**src/rtl/pmod_ad1_pkg.sv**
```systemverilog
// Shared types and constants for the PmodAD1 dual-channel ADC reader.
// The optional lead-zero check is enabled with PMOD_AD1_LEAD_ZERO_CHECK_EN.
package pmod_ad1_pkg;

    typedef enum logic [1:0] {
        IDLE    = 2'd0,
        CONVERT = 2'd1,
        QUIET   = 2'd2
    } state_t;

    localparam int FRAME_BITS = 16;
    localparam int LEAD_ZEROS = 4;
    localparam int DATA_W     = 12;
    // Bit counter walks the SCLK half-periods of one frame (two per bit).
    localparam int HALF_CNT_W = $clog2(2 * FRAME_BITS);

    function automatic logic [FRAME_BITS-1:0] shift_in(
        input logic [FRAME_BITS-1:0] frame,
        input logic                  sdata
    );
        return (frame << 1) | {{(FRAME_BITS-1){1'b0}}, sdata};
    endfunction

    function automatic logic lead_nonzero(input logic [FRAME_BITS-1:0] frame);
        return |frame[FRAME_BITS-1 -: LEAD_ZEROS];
    endfunction

endpackage

```
**src/rtl/pmod_ad1_reader_sclk_gen.sv**
```systemverilog
// SCLK generator: half-period divider plus rise and frame-end strobes.
// Strobes are asserted in the cycle before the clk edge they refer to.
module pmod_sclk_gen
    import pmod_ad1_pkg::*;
#(
    parameter int CLK_DIV = 4
) (
    input  logic clk,
    input  logic rst_n,
    input  logic launch,
    input  logic en,
    output logic sclk,
    output logic rise_tick,
    output logic frame_done
);

    localparam int DIV_W = (CLK_DIV > 1) ? $clog2(CLK_DIV) : 1;
    localparam logic [DIV_W-1:0]      DIV_LAST  = DIV_W'(CLK_DIV - 1);
    localparam logic [HALF_CNT_W-1:0] HALF_LAST = HALF_CNT_W'(2 * FRAME_BITS - 1);

    logic [DIV_W-1:0]      div_cnt_r;
    logic [HALF_CNT_W-1:0] half_cnt_r;
    logic                  sclk_r;
    logic                  half_end_s;

    // Decode half-period boundaries from the counters.
    always_comb begin
        half_end_s = en && (div_cnt_r == DIV_LAST);
        rise_tick  = half_end_s && !sclk_r;
        frame_done = half_end_s && (half_cnt_r == HALF_LAST);
    end

    // Divider and SCLK register; SCLK parks high whenever not converting.
    always_ff @(posedge clk or negedge rst_n) begin
        if (!rst_n) begin
            sclk_r     <= 1'b1;
            div_cnt_r  <= {DIV_W{1'b0}};
            half_cnt_r <= {HALF_CNT_W{1'b0}};
        end else if (launch) begin
            sclk_r     <= 1'b0;
            div_cnt_r  <= {DIV_W{1'b0}};
            half_cnt_r <= {HALF_CNT_W{1'b0}};
        end else if (frame_done) begin
            sclk_r     <= 1'b1;
            div_cnt_r  <= {DIV_W{1'b0}};
            half_cnt_r <= {HALF_CNT_W{1'b0}};
        end else if (half_end_s) begin
            sclk_r     <= ~sclk_r;
            div_cnt_r  <= {DIV_W{1'b0}};
            half_cnt_r <= half_cnt_r + HALF_CNT_W'(1);
        end else if (en) begin
            div_cnt_r  <= div_cnt_r + DIV_W'(1);
        end else begin
            sclk_r     <= 1'b1;
            div_cnt_r  <= {DIV_W{1'b0}};
            half_cnt_r <= {HALF_CNT_W{1'b0}};
        end
    end

    assign sclk = sclk_r;

endmodule

```
**src/rtl/pmod_ad1_reader.sv**
```systemverilog
// PmodAD1 reader: drives NCS/SCLK and captures two 12-bit samples per frame.
// Define PMOD_AD1_LEAD_ZERO_CHECK_EN to add the frame_err lead-zero check.
module pmod_ad1_reader
    import pmod_ad1_pkg::*;
#(
    parameter int CLK_DIV      = 4,
    parameter int QUIET_CYCLES = 8
) (
    input  logic              clk,
    input  logic              rst,
    input  logic              start,
    input  logic              SDATA1,
    input  logic              SDATA2,
    output logic              SCLK,
    output logic              NCS,
    output logic [DATA_W-1:0] ch1_data,
    output logic [DATA_W-1:0] ch2_data,
    output logic              valid,
    output logic              busy
`ifdef PMOD_AD1_LEAD_ZERO_CHECK_EN
    ,
    output logic              frame_err
`endif
);

    localparam int QW = (QUIET_CYCLES > 1) ? $clog2(QUIET_CYCLES) : 1;
    localparam logic [QW-1:0] QUIET_LAST = QW'(QUIET_CYCLES - 1);

    state_t                  state_r;
    logic [QW-1:0]           quiet_cnt_r;
    logic [FRAME_BITS-1:0]   shift1_r;
    logic [FRAME_BITS-1:0]   shift2_r;
    logic                    ncs_r;
    logic                    valid_r;
    logic                    busy_r;
    logic [DATA_W-1:0]       ch1_r;
    logic [DATA_W-1:0]       ch2_r;
    logic                    launch_s;
    logic                    en_s;
    logic                    rise_tick_s;
    logic                    frame_done_s;
`ifdef PMOD_AD1_LEAD_ZERO_CHECK_EN
    logic                    frame_err_r;
`endif

    // start is only honoured in IDLE, so requests while busy are dropped.
    always_comb begin
        launch_s = (state_r == IDLE) && start;
        en_s     = (state_r == CONVERT);
    end

    pmod_sclk_gen #(
        .CLK_DIV (CLK_DIV)
    ) u_sclk_gen (
        .clk        (clk),
        .rst_n      (rst),
        .launch     (launch_s),
        .en         (en_s),
        .sclk       (SCLK),
        .rise_tick  (rise_tick_s),
        .frame_done (frame_done_s)
    );

    // Conversion FSM with shift registers and registered sample outputs.
    always_ff @(posedge clk or negedge rst) begin
        if (!rst) begin
            state_r     <= IDLE;
            quiet_cnt_r <= {QW{1'b0}};
            shift1_r    <= {FRAME_BITS{1'b0}};
            shift2_r    <= {FRAME_BITS{1'b0}};
            ncs_r       <= 1'b1;
            valid_r     <= 1'b0;
            busy_r      <= 1'b0;
            ch1_r       <= {DATA_W{1'b0}};
            ch2_r       <= {DATA_W{1'b0}};
`ifdef PMOD_AD1_LEAD_ZERO_CHECK_EN
            frame_err_r <= 1'b0;
`endif
        end else begin
            case (state_r)
                IDLE: begin
                    valid_r <= 1'b0;
                    if (start) begin
                        state_r  <= CONVERT;
                        ncs_r    <= 1'b0;
                        busy_r   <= 1'b1;
                        shift1_r <= {FRAME_BITS{1'b0}};
                        shift2_r <= {FRAME_BITS{1'b0}};
                    end else begin
                        state_r  <= IDLE;
                    end
                end
                CONVERT: begin
                    valid_r <= 1'b0;
                    if (frame_done_s) begin
                        state_r     <= QUIET;
                        ncs_r       <= 1'b1;
                        valid_r     <= 1'b1;
                        quiet_cnt_r <= {QW{1'b0}};
                        ch1_r       <= shift1_r[DATA_W-1:0];
                        ch2_r       <= shift2_r[DATA_W-1:0];
`ifdef PMOD_AD1_LEAD_ZERO_CHECK_EN
                        frame_err_r <= lead_nonzero(shift1_r) | lead_nonzero(shift2_r);
`endif
                    end else if (rise_tick_s) begin
                        shift1_r <= shift_in(shift1_r, SDATA1);
                        shift2_r <= shift_in(shift2_r, SDATA2);
                    end else begin
                        state_r  <= CONVERT;
                    end
                end
                QUIET: begin
                    valid_r <= 1'b0;
                    if (quiet_cnt_r == QUIET_LAST) begin
                        state_r     <= IDLE;
                        busy_r      <= 1'b0;
                        quiet_cnt_r <= {QW{1'b0}};
                    end else begin
                        quiet_cnt_r <= quiet_cnt_r + QW'(1);
                    end
                end
                default: begin
                    state_r <= IDLE;
                    ncs_r   <= 1'b1;
                    busy_r  <= 1'b0;
                    valid_r <= 1'b0;
                end
            endcase
        end
    end

    assign NCS      = ncs_r;
    assign valid    = valid_r;
    assign busy     = busy_r;
    assign ch1_data = ch1_r;
    assign ch2_data = ch2_r;
`ifdef PMOD_AD1_LEAD_ZERO_CHECK_EN
    assign frame_err = frame_err_r;
`endif

endmodule

```
**config.mk**
```make
export PLATFORM = sky130hd
export DESIGN_NAME = pmod_ad1_reader
export DESIGN_NICKNAME = d
export VERILOG_FILES = /design/src/rtl/pmod_ad1_pkg.sv /design/src/rtl/pmod_ad1_reader_sclk_gen.sv /design/src/rtl/pmod_ad1_reader.sv
export SDC_FILE = /design/constraint.sdc
export NUM_CORES = 1
export LEC_CHECK = 0
export CAP_MARGIN = 20
export CORE_AREA = 2 2 74 83
export DETAILED_ROUTE_END_ITERATION = 12
export DIE_AREA = 0 0 76 85
export GPL_TIMING_DRIVEN = 0
export PLACE_DENSITY_LB_ADDON = 0.25
export SLEW_MARGIN = 20
export SYNTH_ARGS = -nofsm -noshare
export SYNTH_HDL_FRONTEND = slang
export SYNTH_HIERARCHICAL = 1
export SYNTH_SLANG_ARGS = --single-unit
```
**constraint.sdc**
```tcl
create_clock -name clk -period 2.3 [get_ports clk]
set_clock_uncertainty 0.15 [all_clocks]
set_input_delay 0.345 -clock clk [delete_from_list [all_inputs] [get_ports clk]]
set_output_delay 0.345 -clock clk [all_outputs]
set_load 0.01 [all_outputs]
```
==> metrics.md <==
| Metric | Value |
|---|---|
| Status | `complete, no violations` |
| NetSw | `0.489 mW` |
| Initial antenna violation count | `0` |
| Clk_lat worst skew | `0.34 ns` |
| Final number of setup-violating endpoints | `0` |
| WL/cell | `14.3 um` |
| Setup TNS | `0 ns` |
| Core area | `0.00562 mm2` |
| Starting Density | `0.471` |
| R2R setup slack | `0.07 ns` |
| Ys Warns | `6` |
| Unique cell type count in the Yosys netlist | `33` |
| Die ar. | `0.00646 mm2` |
| #FFs+latches synth | `64` |
| Crit path required time | `2.37 ns` |
| Pin count of the biggest net entering global routing | `54` |
| Iter 0 DRT Violations | `109` |
| Slew HR | `0.761` |
| Vias per inst | `5.14` |
| CTS Root Cell | `clkbuf_8` |
| Post-route insts no fill | `318` |
| Vias | `1633` |
| Reg2reg end | `shift1_r[1]` |
| CTS tree | `done` |
| Max Buffers Root-to-Sink | `2` |
| Post-layout net count | `246` |
| Cell Count Post-Placement | `296` |
| Post-route ant nets | `0` |
| Final hold vios | `0` |
| Crit. End Element | `register` |
| Number of enable flip-flop cells after synthesis | `0` |
| Share of cells above drive strength 1 | `0.278` |
| Synthesized Nets | `196` |
| Die Height | `85 um` |
| Slowest CP cell | `dfrtp_1` |
| Final Cycle Share | `0.968` |
| Tot GR Track Use | `0.154` |
| Switch share | `0.210` |
| Worst-path cell chain | `ha_2, and3_4, ha_4, and3_4, nor4bb_2, buf_4, a21oi_4, buf_6, a22o_1` |
| Crit path DAT | `2.29 ns` |
| Sequential area share after synthesis | `0.606` |
| Ys async rst share | `1.00` |
| WHS | `0.242 ns` |
| Final WL | `4530 um` |
| # H-tree levels | `3` |
| Count of buffer and inverter cells on the critical path | `2` |
| Most frequent cells in the layout | `dfrtp_1 (62), clkdlybuf4s50_1 (31), a22o_1 (24), mux2_4 (17)` |
| Post-synth top area share | `0.586` |
| N_diodes | `0` |
| Synth top area cells | `dfrtp_1 (59%), mux2_4 (9.6%), a22o_1 (7.9%), mux2_2 (3.4%), ha_1 (2.4%)` |
| Reg2reg path depth | `9` |
| Fillcell total | `444` |
| Cell Int Power | `1.84 mW` |
| Worst-Margin Slew | `0.359 ns` |
| Combinational cell fraction of total power | `0.031` |
| Power per cell area | `684 mW/mm2` |
| Post-Syn Area per Cell | `14.2 um2` |
| Crit path kind | `reg -> reg` |
| Fmax | `0.449 GHz` |
| Pre-Repair DR Iteration Count | `4` |
| Commonest non-fill, non-tap cell in the layout | `dfrtp_1` |
| CTS sink cnt | `64` |
| Final min period | `2.23 ns` |
| GP Congestion | `0.779` |
| Yosys top cell by area | `dfrtp_1` |
| Mapped cell area | `0.00265 mm2` |
| TritonCTS Buffers | `9` |
| Clock power frac | `0.457` |
| Syn Inst Count | `186` |
| Vias in the first global route | `1607` |
| Die span in x | `76 um` |
| Peak supply drop | `0.000387 V` |
| Final HPWL DP | `2980 um` |
| Num rows | `29` |
| Synth Flop Type | `dfrtp_1` |
| Clk pin slew, worst setup/hold paths | `0.07 ns` |
| Area grow syn2layout | `28.6%` |
| Worst-path maximum fanout | `10` |
| CP startpoint kind | `register` |
| Most frequent CP cell | `and3_4` |
| Min-Delay Path Class | `in -> async` |
| P_leak | `1.67 nW` |
| I/O Pins | `33` |
| Reg2Reg Launch Point | `u_sclk_gen/half_cnt_r[0]` |
| Overflow after GRT | `0` |
| Critical path's top delay family | `simple AND/OR/NAND/NOR gates` |
| DRC | `0` |
| Slew Viols, Final | `0` |
| Max Cap Viol | `0` |
| Finished Core Util | `0.605` |
| First-pass GRT wire length | `7710 um` |
| Total power | `2.33 mW` |
| Critical Path Stages | `9` |
| Slowest Stage Delay on Critical Path | `0.39 ns` |
| Sequential share of power | `0.512` |
| Port-buffer cells | `32` |
==> worst max path at each step <==
| stage | start | endpoint | slack (ns) |
|---|---|---|---|
| after floorplan | u_sclk_gen/half_cnt_r[0] | shift1_r[10] | 0.05 |
| after global placement | rst | ch2_data[7] | -1.33 |
| after detailed placement | u_sclk_gen/half_cnt_r[0] | shift2_r[6] | -0.17 |
| after CTS | u_sclk_gen/half_cnt_r[0] | shift1_r[1] | 0.02 |
| after global routing | u_sclk_gen/half_cnt_r[0] | shift2_r[7] | -0.04 |
| final | u_sclk_gen/half_cnt_r[0] | shift1_r[1] | 0.07 |
==> layout make-up <==
type	instances	area, um2	share of cell area
Timing Repair Buffer	39	405	0.119
Multi-Input combinational cell	109	977	0.287
Buffer	11	91.3	0.0268
Inverter	2	7.51	0.00221
Sequential cell	64	1600	0.471
Clock buffer	11	141	0.0415
Tap cell	77	96.3	0.0283
Clock inverter	5	80.1	0.0235
==> power groups by stage <==
| stage | registers [mW] | clock network (mW) | logic, mW |
|---|---|---|---|
| after global routing | 1.19 | 1.13 | 0.0815 |
| after CTS | 1.19 | 1.08 | 0.0741 |
| after detailed placement | 1.21 | 0 | 0.0725 |
| final | 1.19 | 1.06 | 0.0714 |
| after floorplan | 1.20 | 0 | 0.0318 |
| after global placement | 1.21 | 0 | 0.0658 |
==> cells in the mapped netlist (all sizes together), types with 2 or more instances <==
cell	instances
mux2	25
ha	5
nand2	4
nor2b	4
nor2	9
nand3	3
inv	2
buf	10
nand2b	8
a21oi	9
a22o	24
dfstp	2
dfrtp	62
o21ai	3
and3	2
o22ai	2
==> sequential cells by signal, summed over array words and instances, names as in the netlist, 2 cells and up <==
name	count
state_r	2
quiet_cnt_r	3
shift2_r	12
u_sclk_gen/div_cnt_r	2
ch2_data	12
shift1_r	12
u_sclk_gen/half_cnt_r	5
ch1_data	12
==> worst reg2reg max path: cells and delay by family (launching register included) <==
| family | cells | cell delay [ns] |
|---|---|---|
| simple gates | 3 | 0.63 |
| flops | 1 | 0.39 |
| fa+ha+maj | 2 | 0.37 |
| buf+inv | 2 | 0.34 |
| compound gates | 2 | 0.24 |
==> per-stage QoR <==
step	cell area, um2	setup WS, ns
2_1_floorplan	2650	0.0455
3_3_place_gp	3060	-1.33
3_5_place_dp	3090	-0.169
4_1_cts	3380	0.0152
5_1_grt	3400	-0.0404
6_report	3400	0.0738
==> per-layer routing <==
metal / part of all wire / track usage / routed length [um]
met3: 0.035 / 0.0319 / 160
met4: 0.022 / 0.0942 / 99
met5: 0 / 0 / 0
met2: 0.47 / 0.235 / 2130
met1: 0.47 / 0.204 / 2150
==> cells by family (layout without fill, tap and decap cells) <==
logic type	Yosys count	after routing	share of synthesized area
AOI/OAI and AO/OA	41	41	0.120
DFF	64	64	0.606
muxes	26	26	0.134
buffers and inverters	13	68	0.0374
and+or+nand+nor	37	37	0.0790
adders and majority gates	5	5	0.0236
==> what timing repair did <==
action                                 4_1_cts  5_1_grt
pin swaps                                    1        1
endpoints found under the hold margin       63        0
hold buffers                                 1        0
buffers inserted                             4        1
setup endpoints to repair                   41       20
resized for setup                            5        3
(Power assumes the default switching activity.)
